==> src/rtl/led_pattern_ctrl_pkg.sv <==
//------------------------------------------------------------------------------
// Module      : led_pattern_pkg
// Description : Shared display-mode encoding and counter sizing helper for
//               the LED pattern controller.
// Revision    : 1.0 - initial release
//------------------------------------------------------------------------------
`default_nettype none

package led_pattern_pkg;

   // Display mode, taken from the two top switch bits
   typedef enum logic [1:0] {
      MODE_OFF   = 2'b00,
      MODE_DIM   = 2'b01,
      MODE_BLINK = 2'b10,
      MODE_CHASE = 2'b11
   } mode_e;

   // Bits needed for a counter running 0..MAX_VAL-1 (never less than one bit)
   function automatic int cnt_width(input int max_val);
      return (max_val < 2) ? 1 : $clog2(max_val);
   endfunction

endpackage

`default_nettype wire

==> src/rtl/led_pattern_ctrl_sw_debounce.sv <==
//------------------------------------------------------------------------------
// Module      : sw_debounce
// Description : Two-flop synchroniser plus tick-based debouncer for the DIP
//               switch bank. A value is accepted once it has been seen
//               unchanged on DEB_TICKS consecutive ticks.
// Revision    : 1.0 - initial release
//------------------------------------------------------------------------------
`default_nettype none

module sw_debounce
   import led_pattern_pkg::*;
#(
   parameter int SW_W      = 4,
   parameter int DEB_TICKS = 20
) (
   input  logic            clk,
   input  logic            reset,
   input  logic            tick_i,
   input  logic [SW_W-1:0] sw_i,
   output logic [SW_W-1:0] sw_o
);

   // Counter must hold 0..DEB_TICKS inclusive
   localparam int CNT_W = cnt_width(DEB_TICKS + 1);

   logic [SW_W-1:0]  sync1_q, sync2_q;
   logic [SW_W-1:0]  cand_q,  cand_d;
   logic [SW_W-1:0]  deb_q,   deb_d;
   logic [CNT_W-1:0] cnt_q,   cnt_d;

   // Bring the asynchronous switches into the clk domain
   always_ff @(posedge clk or negedge reset) begin
      if (!reset) begin
         sync1_q <= '0;
         sync2_q <= '0;
      end else begin
         sync1_q <= sw_i;
         sync2_q <= sync1_q;
      end
   end

   // Candidate tracking and acceptance; the debounced value follows the
   // candidate one cycle after the stability count saturates
   always_comb begin
      cand_d = cand_q;
      cnt_d  = cnt_q;
      deb_d  = deb_q;
      if (cnt_q == CNT_W'(DEB_TICKS)) begin
         deb_d = cand_q;
      end
      if (tick_i) begin
         if (sync2_q == cand_q) begin
            if (cnt_q != CNT_W'(DEB_TICKS)) begin
               cnt_d = cnt_q + CNT_W'(1);
            end
         end else begin
            cand_d = sync2_q;
            cnt_d  = '0;
         end
      end
   end

   // Debounce state registers
   always_ff @(posedge clk or negedge reset) begin
      if (!reset) begin
         cand_q <= '0;
         cnt_q  <= '0;
         deb_q  <= '0;
      end else begin
         cand_q <= cand_d;
         cnt_q  <= cnt_d;
         deb_q  <= deb_d;
      end
   end

   assign sw_o = deb_q;

endmodule

`default_nettype wire

==> src/rtl/led_pattern_ctrl.sv <==
//------------------------------------------------------------------------------
// Module      : led_pattern_ctrl
// Description : Drives N_LEDS LEDs from a debounced DIP-switch bank with four
//               timed display modes: off, PWM dim, blink and chase.
//               Optional macro LED_CHASE_BOUNCE_EN makes the chase ping-pong
//               instead of wrapping around.
// Revision    : 1.0 - initial release
//------------------------------------------------------------------------------
`default_nettype none

module led_pattern_ctrl
   import led_pattern_pkg::*;
#(
   parameter int N_LEDS      = 3,
   parameter int SW_W        = 4,
   parameter int TICK_DIV    = 24000,
   parameter int DEB_TICKS   = 20,
   parameter int BLINK_TICKS = 250,
   parameter int STEP_TICKS  = 100
) (
   input  logic              clk,
   input  logic              reset,
   input  logic [SW_W-1:0]   sw,
   output logic [N_LEDS-1:0] led,
   output logic [1:0]        mode,
   output logic              tick
);

   localparam int LVL_W     = SW_W - 2;
   localparam int LVL_N     = 1 << LVL_W;
   localparam int PRE_W     = cnt_width(TICK_DIV);
   localparam int BLINK_MAX = BLINK_TICKS * LVL_N;
   localparam int STEP_MAX  = STEP_TICKS * LVL_N;
   localparam int BLK_W     = cnt_width(BLINK_MAX);
   localparam int STP_W     = cnt_width(STEP_MAX);

   logic [PRE_W-1:0]  pre_q,       pre_d;
   logic [LVL_W-1:0]  p_q,         p_d;
   mode_e             prev_mode_q;
   logic [BLK_W-1:0]  blink_cnt_q, blink_cnt_d;
   logic              phase_q,     phase_d;
   logic [STP_W-1:0]  step_cnt_q,  step_cnt_d;
   logic [N_LEDS-1:0] pos_q,       pos_d;
   logic [N_LEDS-1:0] led_q,       led_d;
`ifdef LED_CHASE_BOUNCE_EN
   logic              dir_up_q,    dir_up_d;
`endif

   logic [SW_W-1:0]   sw_deb;
   mode_e             cur_mode;
   logic [LVL_W-1:0]  level;
   logic              mode_chg;
   logic              pwm_on;
   logic [BLK_W-1:0]  blink_last;
   logic [STP_W-1:0]  step_last;

   sw_debounce #(
      .SW_W      (SW_W),
      .DEB_TICKS (DEB_TICKS)
   ) u_sw_debounce (
      .clk    (clk),
      .reset  (reset),
      .tick_i (tick),
      .sw_i   (sw),
      .sw_o   (sw_deb)
   );

   assign tick       = (pre_q == PRE_W'(TICK_DIV - 1));
   assign cur_mode   = mode_e'(sw_deb[SW_W-1 -: 2]);
   assign level      = sw_deb[LVL_W-1:0];
   assign mode       = sw_deb[SW_W-1 -: 2];
   assign mode_chg   = (cur_mode != prev_mode_q);
   assign pwm_on     = (&level) || (p_q < level);
   // Terminal counts; compared with >= so a lowered level takes effect at once
   assign blink_last = BLK_W'(BLINK_TICKS * (int'(level) + 1) - 1);
   assign step_last  = STP_W'(STEP_TICKS * (int'(level) + 1) - 1);

   // Timebase prescaler and free-running PWM ramp
   always_comb begin
      pre_d = tick ? '0 : pre_q + PRE_W'(1);
      p_d   = p_q + LVL_W'(1);
   end

   // Pattern sequencing: a mode change restarts the pattern, level alone does not
   always_comb begin
      blink_cnt_d = blink_cnt_q;
      phase_d     = phase_q;
      step_cnt_d  = step_cnt_q;
      pos_d       = pos_q;
`ifdef LED_CHASE_BOUNCE_EN
      dir_up_d    = dir_up_q;
`endif
      if (mode_chg) begin
         blink_cnt_d = '0;
         phase_d     = 1'b1;
         step_cnt_d  = '0;
         pos_d       = N_LEDS'(1);
`ifdef LED_CHASE_BOUNCE_EN
         dir_up_d    = 1'b1;
`endif
      end else if (tick) begin
         case (cur_mode)
            MODE_BLINK: begin
               if (blink_cnt_q >= blink_last) begin
                  blink_cnt_d = '0;
                  phase_d     = ~phase_q;
               end else begin
                  blink_cnt_d = blink_cnt_q + BLK_W'(1);
               end
            end
            MODE_CHASE: begin
               if (step_cnt_q >= step_last) begin
                  step_cnt_d = '0;
`ifdef LED_CHASE_BOUNCE_EN
                  if (dir_up_q) begin
                     if (pos_q[N_LEDS-1]) begin
                        dir_up_d = 1'b0;
                        pos_d    = pos_q >> 1;
                     end else begin
                        pos_d    = pos_q << 1;
                     end
                  end else begin
                     if (pos_q[0]) begin
                        dir_up_d = 1'b1;
                        pos_d    = pos_q << 1;
                     end else begin
                        pos_d    = pos_q >> 1;
                     end
                  end
`else
                  pos_d = {pos_q[N_LEDS-2:0], pos_q[N_LEDS-1]};
`endif
               end else begin
                  step_cnt_d = step_cnt_q + STP_W'(1);
               end
            end
            default: ;
         endcase
      end
   end

   // LED image built from the state being loaded this cycle
   always_comb begin
      led_d = '0;
      case (cur_mode)
         MODE_DIM:   led_d = {N_LEDS{pwm_on}};
         MODE_BLINK: led_d = {N_LEDS{phase_d}};
         MODE_CHASE: led_d = pos_d;
         default:    led_d = '0;
      endcase
   end

   // All controller state registers
   always_ff @(posedge clk or negedge reset) begin
      if (!reset) begin
         pre_q       <= '0;
         p_q         <= '0;
         prev_mode_q <= MODE_OFF;
         blink_cnt_q <= '0;
         phase_q     <= 1'b1;
         step_cnt_q  <= '0;
         pos_q       <= N_LEDS'(1);
         led_q       <= '0;
`ifdef LED_CHASE_BOUNCE_EN
         dir_up_q    <= 1'b1;
`endif
      end else begin
         pre_q       <= pre_d;
         p_q         <= p_d;
         prev_mode_q <= cur_mode;
         blink_cnt_q <= blink_cnt_d;
         phase_q     <= phase_d;
         step_cnt_q  <= step_cnt_d;
         pos_q       <= pos_d;
         led_q       <= led_d;
`ifdef LED_CHASE_BOUNCE_EN
         dir_up_q    <= dir_up_d;
`endif
      end
   end

   assign led = led_q;

endmodule

`default_nettype wire

==> config.mk <==
export PLATFORM = sky130hd
export DESIGN_NAME = led_pattern_ctrl
export DESIGN_NICKNAME = d
export VERILOG_FILES = /design/src/rtl/led_pattern_ctrl_pkg.sv /design/src/rtl/led_pattern_ctrl_sw_debounce.sv /design/src/rtl/led_pattern_ctrl.sv
export SDC_FILE = /design/constraint.sdc
export NUM_CORES = 1
export LEC_CHECK = 0
export ABC_AREA = 0
export CORE_MARGIN = 2
export CORE_UTILIZATION = 35
export DETAILED_ROUTE_END_ITERATION = 8
export SYNTH_ARGS = -nofsm -noshare
export SYNTH_HDL_FRONTEND = slang
export SYNTH_SLANG_ARGS = --single-unit
==> constraint.sdc <==
create_clock -name clk -period 5.3 [get_ports clk]
set_clock_uncertainty 0.1 [all_clocks]
set_input_delay 1.06 -clock clk [delete_from_list [all_inputs] [get_ports clk]]
set_output_delay 1.06 -clock clk [all_outputs]
set_load 0.02 [all_outputs]
After elaboration in Yosys (flattened, before gate mapping)
Index checks and enable logic that the tools add are counted.
{ "classes": {"addsub": 8, "n_mul": 2, "n_lt_le_gt_ge": 3, "eq_ne": 9, "mux": 20, "bitwise_logic": 2, "reduce_logical": 9} }
{ "op_table": {"columns": ["op", "count"], "rows": [
  ["2-to-1 mux 10 bit", 4],
  ["2-to-1 mux 9 bit", 4],
  ["adder 15 x 1 -> 15 bit (second input constant)", 1],
  ["== test 15 bit (second input constant)", 1],
  ["2-to-1 mux 15 bit", 1],
  ["2-to-1 mux 3 bit", 4],
  ["adder 10 x 1 -> 10 bit (second input constant)", 1],
  [">= comparator 10 bit", 1],
  ["2-to-1 mux 5 bit", 2],
  ["AND reduction 2 bit", 5],
  ["subtractor 10 x 2 -> 10 bit (second input constant)", 1],
  ["adder 9 x 1 -> 9 bit (second input constant)", 1],
  [">= comparator 9 bit", 1],
  ["multiplier 7 x 3 -> 9 bit (first input constant)", 1],
  ["case mux 3 bit (3 select lines)", 1],
  ["subtractor 9 x 1 -> 9 bit (second input constant)", 1],
  ["multiplier 5 x 3 -> 7 bit (first input constant)", 1],
  ["nonzero test 2 bit", 3],
  ["adder 5 x 1 -> 5 bit (second input constant)", 1],
  ["== test 5 bit (second input constant)", 1],
  ["!= test 5 bit (second input constant)", 1],
  ["== test 2 bit (second input constant)", 2],
  ["== test 4 bit", 1],
  ["2-to-1 mux 1 bit", 4],
  ["other kinds (8)", 9]
]} }
{ "word_totals": {"ff_bits": 66, "input_bits": 6, "output_inout_bits": 6, "word_cells": 66} }

Depth between registers and ports, before layout
{ "depth": {"ltp_word": 9, "depth_mapped": 20, "mapped_depth_nobuf": 19} }

Hierarchy
From an unflattened synthesis, not the netlist that was laid out.
{ "hier_totals": {"hier_cells": 358, "hier_area_um2": 3786.1} }
{ "by_module_without_submodules": {"columns": ["module", "n_inst", "cells_per_inst", "area_each_um2", "seq_area_each_um2"], "rows": [
  ["led_pattern_ctrl", 1, 301, 2950.3, 1128.6],
  ["sw_debounce", 1, 57, 835.8, 525.5]
]} }

Worst setup path before layout
No wires, ideal clock.
{ "synth_path": {"kind": "flip-flop to flip-flop", "from": "register u_sw_debounce.deb_q[0], in the netlist u_sw_debounce.sw_o[0]", "to": "register led_q[2], in the netlist led[2]", "setup_time_ns": 0.157, "arrival_ns": 4.525, "required_ns": 5.043, "path_slack_ns": 0.518, "stages_incl_launch_ff": 20, "n_path_buf": 1, "synth_period_minus_slack_ns": 4.782, "cell_sequence": "dfrtp_1 > clkbuf_1 > inv_1 > ha_1 > xnor2_1 > ha_1 > inv_1 > fa_1 > inv_1 > fa_1 > nor3b_1 > nor2b_1 > mux2i_1 > xnor2_1 > ha_1 > nand4_1 > o21a_1 > o41a_1 > o31ai_1 > o311ai_0"} }
{ "synth_between": {"elab_chain_len": 9, "word_cells_on_any_way": 19, "classes_between": "add/sub: 3; mul: 2; order compare: 3; mux: 9; reduce/logical: 2"} }
{ "synth_rtl": {"columns": ["element", "line_no", "rtl"], "rows": [
  ["from (decl)", "led_pattern_ctrl_sw_debounce.sv:28", "logic [SW_W-1:0] deb_q, deb_d;"],
  ["from (signal assigned)", "led_pattern_ctrl_sw_debounce.sv:68", "deb_q <= '0;"],
  ["from (signal assigned)", "led_pattern_ctrl_sw_debounce.sv:72", "deb_q <= deb_d;"],
  ["adder 2 x 1 -> 3 bit", "led_pattern_ctrl.sv:75, led_pattern_ctrl.sv:76", null],
  ["multiplier 7 x 3 -> 9 bit or multiplier 5 x 3 -> 7 bit (tied branches)", "led_pattern_ctrl.sv:75, led_pattern_ctrl.sv:76", null],
  ["subtractor 10 x 2 -> 10 bit or subtractor 9 x 1 -> 9 bit (tied branches)", "led_pattern_ctrl.sv:75, led_pattern_ctrl.sv:76", null],
  [">= comparator 10 bit or >= comparator 9 bit (tied branches)", "led_pattern_ctrl.sv:104, led_pattern_ctrl.sv:112", null],
  ["2-to-1 mux 1 bit or 2-to-1 mux 3 bit (tied branches)", "led_pattern_ctrl.sv:104, led_pattern_ctrl.sv:112", null],
  ["2-to-1 mux 1 bit or 2-to-1 mux 3 bit (tied branches)", "led_pattern_ctrl.sv:102", "case (cur_mode)"],
  ["2-to-1 mux 1 bit or 2-to-1 mux 3 bit (tied branches)", "led_pattern_ctrl.sv:101", "end else if (tick) begin"],
  ["2-to-1 mux 1 bit or 2-to-1 mux 3 bit (tied branches)", "led_pattern_ctrl.sv:93", "if (mode_chg) begin"],
  ["case mux 3 bit (3 select lines) (*)", "led_pattern_ctrl.sv:145", "case (cur_mode)"],
  ["named net led_d[2]", "led_pattern_ctrl.sv:44", "logic [N_LEDS-1:0] led_q, led_d;"],
  ["to (signal assigned)", "led_pattern_ctrl.sv:175", "led_q <= led_d;"],
  ["to (decl)", "led_pattern_ctrl.sv:44", null]
]} }
The timed path passes the listed nets; every way through them passes the cells marked *.
A chain may end at the register's enable or synchronous reset.

Worst setup path after layout
{ "layout_path": {"from": "register u_sw_debounce.deb_q[1], in the netlist u_sw_debounce.sw_o[1]", "to": "register led_q[1], in the netlist led[1]"} }
Same word-level chain as after synthesis.

==> flow_summary.toml <==
[synth]
synth-async-reset-ratio = 1.00
synth_commonest_cells = "dfrtp_1, nand2_1, ha_1"
synth_nets = 414
yosysMostFrequentCell = "dfrtp_1"
syn_area_mm2 = 0.00375
synth_cells = 375
synth_top_area_share = 0.427
ys_types = 54
ys_seq_elements = 66
synth_edf_count = 0
netlist_top_cells_area = "dfrtp_1, ha_1, xnor2_1, nand2_1, xor2_1"
seq_area_frac_synth = 0.441
yosys_warnings = 0
ys.flop_type = "dfrtp_1"
syn_avg_cell_area_um2 = 10.0
synth_top_area_cell = "dfrtp_1"

[worst_setup_path]
critPathRequiredTime_ns = 5.39
crit_path_start = "u_sw_debounce.sw_o[1]$_DFFE_PN0N_"
max_stage_delay_ns = 0.43
end_kind = "register"
r2r_slack_ns = 0.49
regToRegEndpoint = "led[1]$_DFF_PN0_"
crit_path_start_kind = "register"
critical_path.max_fanout = 7
crit_chain = "inv_1, ha_1, xnor2_1, ha_1, inv_1, fa_1, inv_1, fa_1, nor3b_1, nor2b_1, mux2i_1, xnor2_1, ha_1, nand4_1, o21a_1, o41a_1, o31ai_2, o311ai_0"
rr_worst_depth = 18
reg2reg_from = "u_sw_debounce.sw_o[1]$_DFFE_PN0N_"
critPathKind = "register to register"
cp.arrival_ns = 4.90
endpoint = "led[1]$_DFF_PN0_"
cpMaxStageDelayCell = "dfrtp_1"

[pwr]
p_leak_nw = 1.89
power_density_mw_per_mm2 = 215
peakVddDrop_uv = 171

[die]
ioPinCount = 12
placeableCoreArea_mm2 = 0.0104
rows = 37
fp.dieArea_mm2 = 0.0116
initial_core_util = 0.362
die_h_um = 108
die_w_um = 108

[layout]
utilization = 0.403
area_growth_syn_to_layout_pct = 11.3
num-nets-final = 429
layout-drive-gt1-share = 0.0835
final_cells = 531
fillers = 1032
insertedDiodeCount = 0

[place]
place_worst_setup_slack_ns = 0.359
numPortBuffers = 11
dp.cells = 515
hpwl_um = 5280
gp_congestion = 0.807

[cts]
clockBufferDepth = 2
holdBufCountCts = 0
cts_resized = 0
cts_tree = "yes"
clock-sinks = 66
cts-root-buf = "clkbuf_8"
cts_max_level = 3
worstSkewPairLatency_ns = 0.34
post_cts_buffers = 0
cts_buffers = 9
clk_pin_slew_ns = 0.08

[drt]
first_pass_iters = 4
num_vias = 2774
first_iter_violations = 172
antenna_left = 0
drt_wl_total_um = 7540
drc = 0
wl_per_cell_um = 14.2
vias_per_cell = 5.22

[global_route]
grt-ovfl-total = 0
grt_pass1_vias = 2840
antenna_found_initial = 0
track_usage = 0.143
grt_max_degree = 67
grt_pass1_wl_um = 13300

[sta]
max-slew-margin-rel = 0.382
rsz0062_at_grt = "false"
hold_viol_final = 0
maxSlewViolCount = 0
max_slew.worst_pin.slew_ns = 0.920
min_period_ns = 4.81
tns_ns = 0
finalSetupViolCount = 0
fin_crit_sh = 0.908
setup_ws_ns = 0.488
fmax_ghz = 0.208

[status]
status = "complete, no violations"

[job]
cap_viol_max_count = 0

[worst_hold_path]
hold_path.class = "register to register"
[placed cells by master, fill, tap and decap left out, drive strengths merged, types with 3 or more instances in the layout]
cell,count
and3,11
nand4b,8
nor2b,7
buf,4
nor3,7
nand3,15
mux2i,4
clkdlybuf4s50,10
nor2,24
inv,16
xnor2,18
o21ai,27
mux2,4
a21oi,19
nand2b,7
a21o,3
xor2,15
nand4,8
nor3b,4
fa,3
ha,30
and2,3
clkbuf,13
dfrtp,64
nand2,35
[report_power, final]
| part | switching, mW | internal [mW] |
|---|---|---|
| registers | 0.00148 | 0.507 |
| clock network | 0.193 | 0.182 |
| logic | 0.0108 | 0.00463 |
[registers in the layout, summed over array words and instances, names as in the netlist, 4 cells and up]
name                   flops
pre_q                     15
u_sw_debounce.sync2_q      4
step_cnt_q                 9
u_sw_debounce.cnt_q        5
u_sw_debounce.sw_o         4
u_sw_debounce.sync1_q      4
u_sw_debounce.cand_q       4
blink_cnt_q               10
[worst min-delay path by stage]
stage,end,slack (ns),cells past startpoint,start
finish,u_sw_debounce.sync2_q[0]$_DFF_PN0_,0.25,0,u_sw_debounce.sync1_q[0]$_DFF_PN0_
global route,u_sw_debounce.sync2_q[0]$_DFF_PN0_,0.26,0,u_sw_debounce.sync1_q[0]$_DFF_PN0_
CTS,u_sw_debounce.sync2_q[0]$_DFF_PN0_,0.25,0,u_sw_debounce.sync1_q[0]$_DFF_PN0_
detailed placement,u_sw_debounce.sync2_q[0]$_DFF_PN0_,0.23,0,u_sw_debounce.sync1_q[0]$_DFF_PN0_
global placement,u_sw_debounce.sync2_q[2]$_DFF_PN0_,0.24,0,u_sw_debounce.sync1_q[2]$_DFF_PN0_
floorplan,u_sw_debounce.sync2_q[0]$_DFF_PN0_,0.23,0,u_sw_debounce.sync1_q[0]$_DFF_PN0_
[kinds of logic after synthesis]
kind of cell / share of synthesized area
DFF: 0.441
AOI/OAI and AO/OA: 0.117
muxes: 0.0227
buffers and inverters: 0.0287
and+or+nand+nor: 0.198
adders and majority gates: 0.116
xor gates and xnor gates: 0.0770
[final cells by class]
type	instances	area, µm²	area share
multi-input combinational	283	2000	0.478
timing repair buffer	14	128	0.0306
sequential	66	1660	0.396
tap	136	170	0.0407
inverter	16	60.1	0.0144
clock inverter	3	17.5	0.00419
clock buffer	13	149	0.0357
[worst max-delay path, delay by kind of cell, from the launching register on]
family          cells  cell delay (ns)
fa+ha+maj           5             1.67
xor+xnor            2             0.25
simple gates        3             0.63
mux                 1             0.24
flops               1             0.43
compound gates      4             1.06
buf+inv             3             0.30
[stage by stage]
stage               area [µm²]  power [mW]  hold slack, ns
global placement          4000       0.534           0.238
global route              4180       0.941           0.263
floorplan                 3750       0.519           0.231
finish                    4180       0.899           0.250
detailed placement        4000       0.534           0.235
CTS                       4170       0.910           0.251
[routing by layer]
metal,track usage,up-vias,part of all wire
met2,0.229,49,0.47
li1,-,1353,-
met4,0.0430,0,0.011
met1,0.190,1363,0.48
met5,0,-,0
met3,0.0369,9,0.036
Note: power is estimated with default switching activity, not from simulation.
==> variant 1 (config.mk and constraints unchanged) <==
Put a register stage on the output `mode`, cleared by the reset. The value now appears one clock later. The other outputs are not delayed to match.
--- a/src/rtl/led_pattern_ctrl.sv
+++ b/src/rtl/led_pattern_ctrl.sv
@@ -68,7 +68,13 @@
    assign tick       = (pre_q == PRE_W'(TICK_DIV - 1));
    assign cur_mode   = mode_e'(sw_deb[SW_W-1 -: 2]);
    assign level      = sw_deb[LVL_W-1:0];
-   assign mode       = sw_deb[SW_W-1 -: 2];
+   always_ff @(posedge clk or negedge reset) begin
+      if (!reset) begin
+         mode <= '0;
+      end else begin
+         mode <= sw_deb[SW_W-1 -: 2];
+      end
+   end
    assign mode_chg   = (cur_mode != prev_mode_q);
    assign pwm_on     = (&level) || (p_q < level);
    // Terminal counts; compared with >= so a lowered level takes effect at once
Function: same outputs for any inputs over 10 cycles, from zero or initial values and one cycle with reset low; that may be too few to reach the edited logic, so the function may still have changed.
==> variant 1 against the unedited design <==
Sequential cell count did not move; synthesized cell count grew 1.1%; total power is 2.4% higher; die area unchanged; cell area increased by 0.90%; setup slack got worse by 110 ps; non-clock buffer count increased by 1; synthesized area stayed put; routed wire length shrank 2.4%; critical path type unchanged; highest routed layer unchanged.
==> variant 1: results (changes against the unedited design) <==
Synthesis
  – Mux contribution to synthesized area: 2.30% (+0.033 points)
  – Top cells by count, synth: 64 x dfrtp_1, 39 x nand2_1, 30 x ha_1, 28 x nand3_1, 28 x nor2_1
  – Synth top area cells: dfrtp_1 43%, ha_1 10%, xnor2_1 4.2%
  – Fraction of registers with async set/reset: 100% (unchanged)
  – Post-Syn Instances: 379 (+1.1%)
  – Synth Area in Compound Gates: 10.4% (-1.3 points)
  – Warnings, synthesis: 0 (unchanged)
  – Synth Area in XOR/XNOR: 7.47% (-0.23 points)
  – Yosys cell types: 50 (-7.4%)
  – Syn Nets: 418 (+0.97%)
  – Sequential area share after synthesis: 44.1% (unchanged)

Detailed routing
  – DRT met1 WL: 3660 um (+0.33%)
  – Drt initial violations: 163 (-5.2%)
  – Vias per cell: 5.15 (-1.5%)
  – Met2 wire len: 3440 um (-2.7%)
  – Routed via count: 2763 (-0.40%)
  – DR WL met3: 174 um (-35%)
  – Final WL: 7360 um (-2.4%)

Global route
  – First-pass GRT wire length: 13000 um (-1.8%)
  – Grt met1 use: 20.0% (+1.1 points)
  – Global Route met2 Usage: 21.8% (-1.1 points)
  – Largest net degree at the start of global routing: 67 (unchanged)
  – Met3 Resource Use GR: 2.91% (-0.79 points)
  – Vias in the first global route: 2718 (-4.3%)
  – All-layer global routing usage: 14.2% (-0.090 points)

Placement
  – GP Congestion: 0.841 (+4.3%)
  – Worst slack at placement: 292 ps (-66.6 ps)
  – DP Area: 4020 um^2 (+0.34%)
  – HPWL after detailed placement: 5270 um (-0.15%)
  – Placed cell count: 521 (+1.2%)

Pwr
  – Clock power frac: 43.2% (+1.5 points)
  – LEAKAGE: 1.88 nW (-0.29%)
  – Power Density: 218 nW/um^2 (+1.5%)
  – Int Power: 698 uW (+0.72%)
  – Sequential Power Share: 55.2% (-1.3 points)
  – Max rail drop VDD: 0.193 mV (+12%)

STA
  – Worst-Margin Slew: 831 ps (-88.3 ps)
  – Hold slack final: 252 ps (+2.25 ps)
  – PnR worst setup slack: 374 ps (-114 ps)
  – Final setup fails: 0 (unchanged)

Finish
  – Share of layout cells above drive strength 1: 11.7% (+3.4 points)
  – Nets: 435 (+1.4%)
  – Multi-input logic area: 2010 um^2 (+0.75%)
  – FILL cells: 1050 (+1.7%)
  – Biggest regs: pre_q: 15 flops, blink_cnt_q: 10 flops, step_cnt_q: 9 flops
  – Antenna diodes: 0 (unchanged)

Hold path
  – Hold EP: u_sw_debounce.sync2_q[2]
  – Hold Crit Start: u_sw_debounce.sync1_q[2]

Worst setup path
  – Setup crit start kind: flip-flop
  – Critical Path Sink: blink_cnt_q[5]
  – Largest stage delay, worst path: 520 ps (+90 ps)
  – Critical-path top delay cell: or4_1
  – Critical Path AT: 5090 ps (+190 ps)
  – Reg-to-Reg Start: u_sw_debounce.sw_o[1]
  – Worst reg2reg path depth: 20 (+2)
  – Worst-path fanout max: 9 (+2)

Clocking
  – Clock transition at the registers of the reported paths: 70 ps

Run status
  – Outcome: finished clean
variant 1: cell count changes in the layout (fill, tap and decap cells not counted), moves of 3 or more:
cell      delta
nand2_1      +4
nor2_1       +4
and3_1       -7
nand2b_1     -6
nand3_1     +13
a31oi_1      +5
clkbuf_1     -3
a21oi_1      -3
inv_6        +3
variant 1: worst register-to-register path, cell delays in order, from the launching register on:
cell and delay [ps]:
dfrtp_1 460, inv_1 140, ha_1 360, xnor2_1 170
ha_1 160, inv_1 80, fa_1 420, inv_1 90
fa_1 440, nor3b_2 240, nor2b_1 190, nand2_1 60
o21ai_0 110, xnor2_1 170, ha_1 260, and4_2 250
a211oi_2 180, buf_4 190, nand2_1 120, or4_1 520
a21oi_1 140
variant 1: layout make-up:
| class | instances | area share [%] |
|---|---|---|
| clock buffers | 10 | 3.27 |
| repair buffers | 15 | 3.21 |
| clock inverters | 6 | 1.13 |
| flip-flops and latches | 66 | 39.3 |
| inverters | 15 | 1.34 |
| well taps | 136 | 4.04 |
| multi-input cells | 289 | 47.7 |
==> variant 2 (same settings) <==
Without the edit above. Build with the macro `LED_CHASE_BOUNCE_EN` defined.
--- a/src/rtl/led_pattern_ctrl.sv
+++ b/src/rtl/led_pattern_ctrl.sv
@@ -7,6 +7,8 @@
 // Revision    : 1.0 - initial release
 //------------------------------------------------------------------------------
 `default_nettype none
+
+`define LED_CHASE_BOUNCE_EN
 
 module led_pattern_ctrl
    import led_pattern_pkg::*;
Behaviour: no difference found for any inputs over 10 cycles, from zero or initial values and one cycle with reset low; that may be too few to reach the edited logic, so the function may still have changed.
==> variant 2 against the unedited design <==
Cell area grew 9.1%; sequential share of layout area shrank 2.7 points; total power up 33%; maximum frequency down 2.0%; largest power group is now clock; sequential power increased by 2%; setup slack lost 96 ps; sequential cell count up 1; routed wire length grew 6.5%; hold slack got worse by 1.3 ps; critical path depth is 1 higher; synthesized area rose by 5.3%.
==> variant 2: results (changes against the unedited design) <==
Finish
  – Antenna diodes: 0 (unchanged)
  – Nets: 444 (+3.5%)
  – Share of layout cells above drive strength 1: 13.4% (+5.1 points)
  – Register area: 1680 um^2 (+1.6%)
  – FILL cells: 1058 (+2.5%)
  – Biggest regs: pre_q: 15 flops, blink_cnt_q: 10 flops, step_cnt_q: 9 flops
  – Final Non-Filler Cells: 550 (+3.6%)

Placement
  – Worst slack at placement: 249 ps (-110 ps)
  – GP Congestion: 0.839 (+3.9%)
  – Port bufs: 11 (unchanged)
  – HPWL after detailed placement: 5670 um (+7.5%)
  – DP Area: 4190 um^2 (+4.7%)
  – Placed cell count: 532 (+3.3%)

Clocking
  – CTS Hold Buffers Added: 0 (unchanged)
  – H-tree Lvls: 3 (unchanged)
  – CTS root buf: clkbuf_16
  – Clock transition at the registers of the reported paths: 60 ps (-20 ps)
  – Max clock buf depth: 2 (unchanged)
  – Worst-skew pair later-pin latency: 330 ps
  – CTS Buf Count: 9 (unchanged)

Worst setup path
  – Largest stage delay, worst path: 440 ps
  – Critical-path top delay cell: dfrtp_1
  – Critical Path Start: u_sw_debounce.sw_o[1]
  – Worst-path fanout max: 6 (-1)
  – Reg2reg end: blink_cnt_q[4]
  – R2R setup slack: 390 ps (-100 ps)
  – Critical Path AT: 5080 ps (+180 ps)
  – Worst reg2reg path depth: 19 (+1)

Global route
  – Initial antenna violation count: 0 (unchanged)
  – Vias in the first global route: 2843 (+0.11%)
  – First-pass GRT wire length: 13600 um (+2.8%)
  – Largest net degree at the start of global routing: 54 (-19%)
  – All-layer global routing usage: 14.3% (+0.068 points)

Hold path
  – HP Class: flip-flop to flip-flop
  – Hold depth: 0 (unchanged)
  – Hold EP: u_sw_debounce.sync2_q[0]
  – Hold Crit Start: u_sw_debounce.sync1_q[0]

Detailed routing
  – First-pass DRT Iterations: 5 (+1)
  – Drt initial violations: 127 (-26%)
  – Final WL: 8030 um (+6.5%)
  – Vias per cell: 5.22 (about the same)

STA
  – Max Slew Vio Count: 0 (unchanged)
  – Hold slack final: 248 ps (-1.28 ps)
  – Minimum clock period: 4910 ps (+96.0 ps)
  – Slew HR: 56.9% (+19 points)

Run status
  – Outcome: finished clean

Pwr
  – Max rail drop VDD: 0.175 mV (+2.0%)
  – Switching power total: 244 uW (+19%)
  – LEAKAGE: 1.99 nW (+5.4%)

Synthesis
  – Top cells by count, synth: 64 x dfrtp_1, 33 x nor2_1, 31 x nand2_1, 30 x ha_1, 24 x nand3_1
  – Warnings, synthesis: 0 (unchanged)
  – Syn avg cell area: 10.1 um^2 (+1.2%)
  – Synth top area cells: dfrtp_1 41%, ha_1 9.5%, xnor2_1 4.0%
  – Fraction of registers with async set/reset: 100% (unchanged)
  – Yosys cell types: 57 (+5.6%)
  – Sequential area share after synthesis: 42.5% (-1.5 points)
  – Syn Nets: 429 (+3.6%)
## variant 2: changes by cell type after synthesis, sizes merged, moves of 5 or more
cell   before  now
nand3      15   25
nor2       24   33
a21oi      19   14
and3       11    5
mux2        4    9
## variant 2: routing by layer
metal	vias to the layer above	track usage, %	part of all wire, %
met1	1400	20.0	49
met5	-	0	0
li1	1411	-	-
met4	0	4.91	1.4
met2	51	22.5	46
met3	11	2.53	3.0
## variant 2: how the worst max path moves through the flow
| stage | to | depth (start not counted) |
|---|---|---|
| finish | blink_cnt_q[4] | 19 |
| global route | blink_cnt_q[4] | 19 |
| CTS | blink_cnt_q[5] | 19 |
| detailed placement | blink_cnt_q[6] | 19 |
| global placement | blink_cnt_q[7] | 19 |
| floorplan | blink_cnt_q[7] | 20 |
## variant 2: power groups by stage
| stage | Clock (mW) | Combinational (mW) | Sequential [mW] |
|---|---|---|---|
| finish | 0.661 | 0.0153 | 0.516 |
| global route | 0.694 | 0.0182 | 0.516 |
| CTS | 0.671 | 0.0164 | 0.516 |
| detailed placement | 0 | 0.0164 | 0.525 |
| global placement | 0 | 0.0162 | 0.525 |
| floorplan | 0 | 0.00182 | 0.525 |
## variant 2: kinds of logic (layout without fill, tap and decap cells)
| group | after synthesis | count (layout) | synth area share [%] |
|---|---|---|---|
| AO/OA/AOI/OAI | 65 | 65 | 10.7 |
| buffers and inverters | 24 | 44 | 2.69 |
| flip-flops | 67 | 67 | 42.5 |
| AND/OR/NAND/NOR | 155 | 155 | 22.2 |
| XOR/XNOR | 36 | 36 | 7.98 |
| adder cells (fa/ha/maj) | 33 | 33 | 11.0 |
| multiplexers | 10 | 10 | 2.82 |
## variant 2: critical path, delay by kind of cell (launching register included)
kind / cells / cell delay (ps)
AO/OA/AOI/OAI: 5 / 940
XOR/XNOR: 2 / 340
adder cells (fa/ha/maj): 5 / 1660
buffers and inverters: 3 / 290
flip-flops: 1 / 440
multiplexers: 1 / 230
AND/OR/NAND/NOR: 3 / 850
## variant 2: final cells by class
class / instances / area share (%)
Clock buffer: 10 / 5.24
Multi-Input combinational cell: 299 / 47.8
Tap cell: 140 / 3.84
Sequential cell: 67 / 36.9
Inverter: 12 / 0.988
Clock inverter: 6 / 2.09
Timing Repair Buffer: 16 / 3.13
## variant 2: timing repair
action / in CTS / in global routing
buffers inserted: 0 / 2
setup endpoints to repair: 0 / 10
endpoints found under the hold margin: 0 / 0
gates resized for setup: 0 / 5
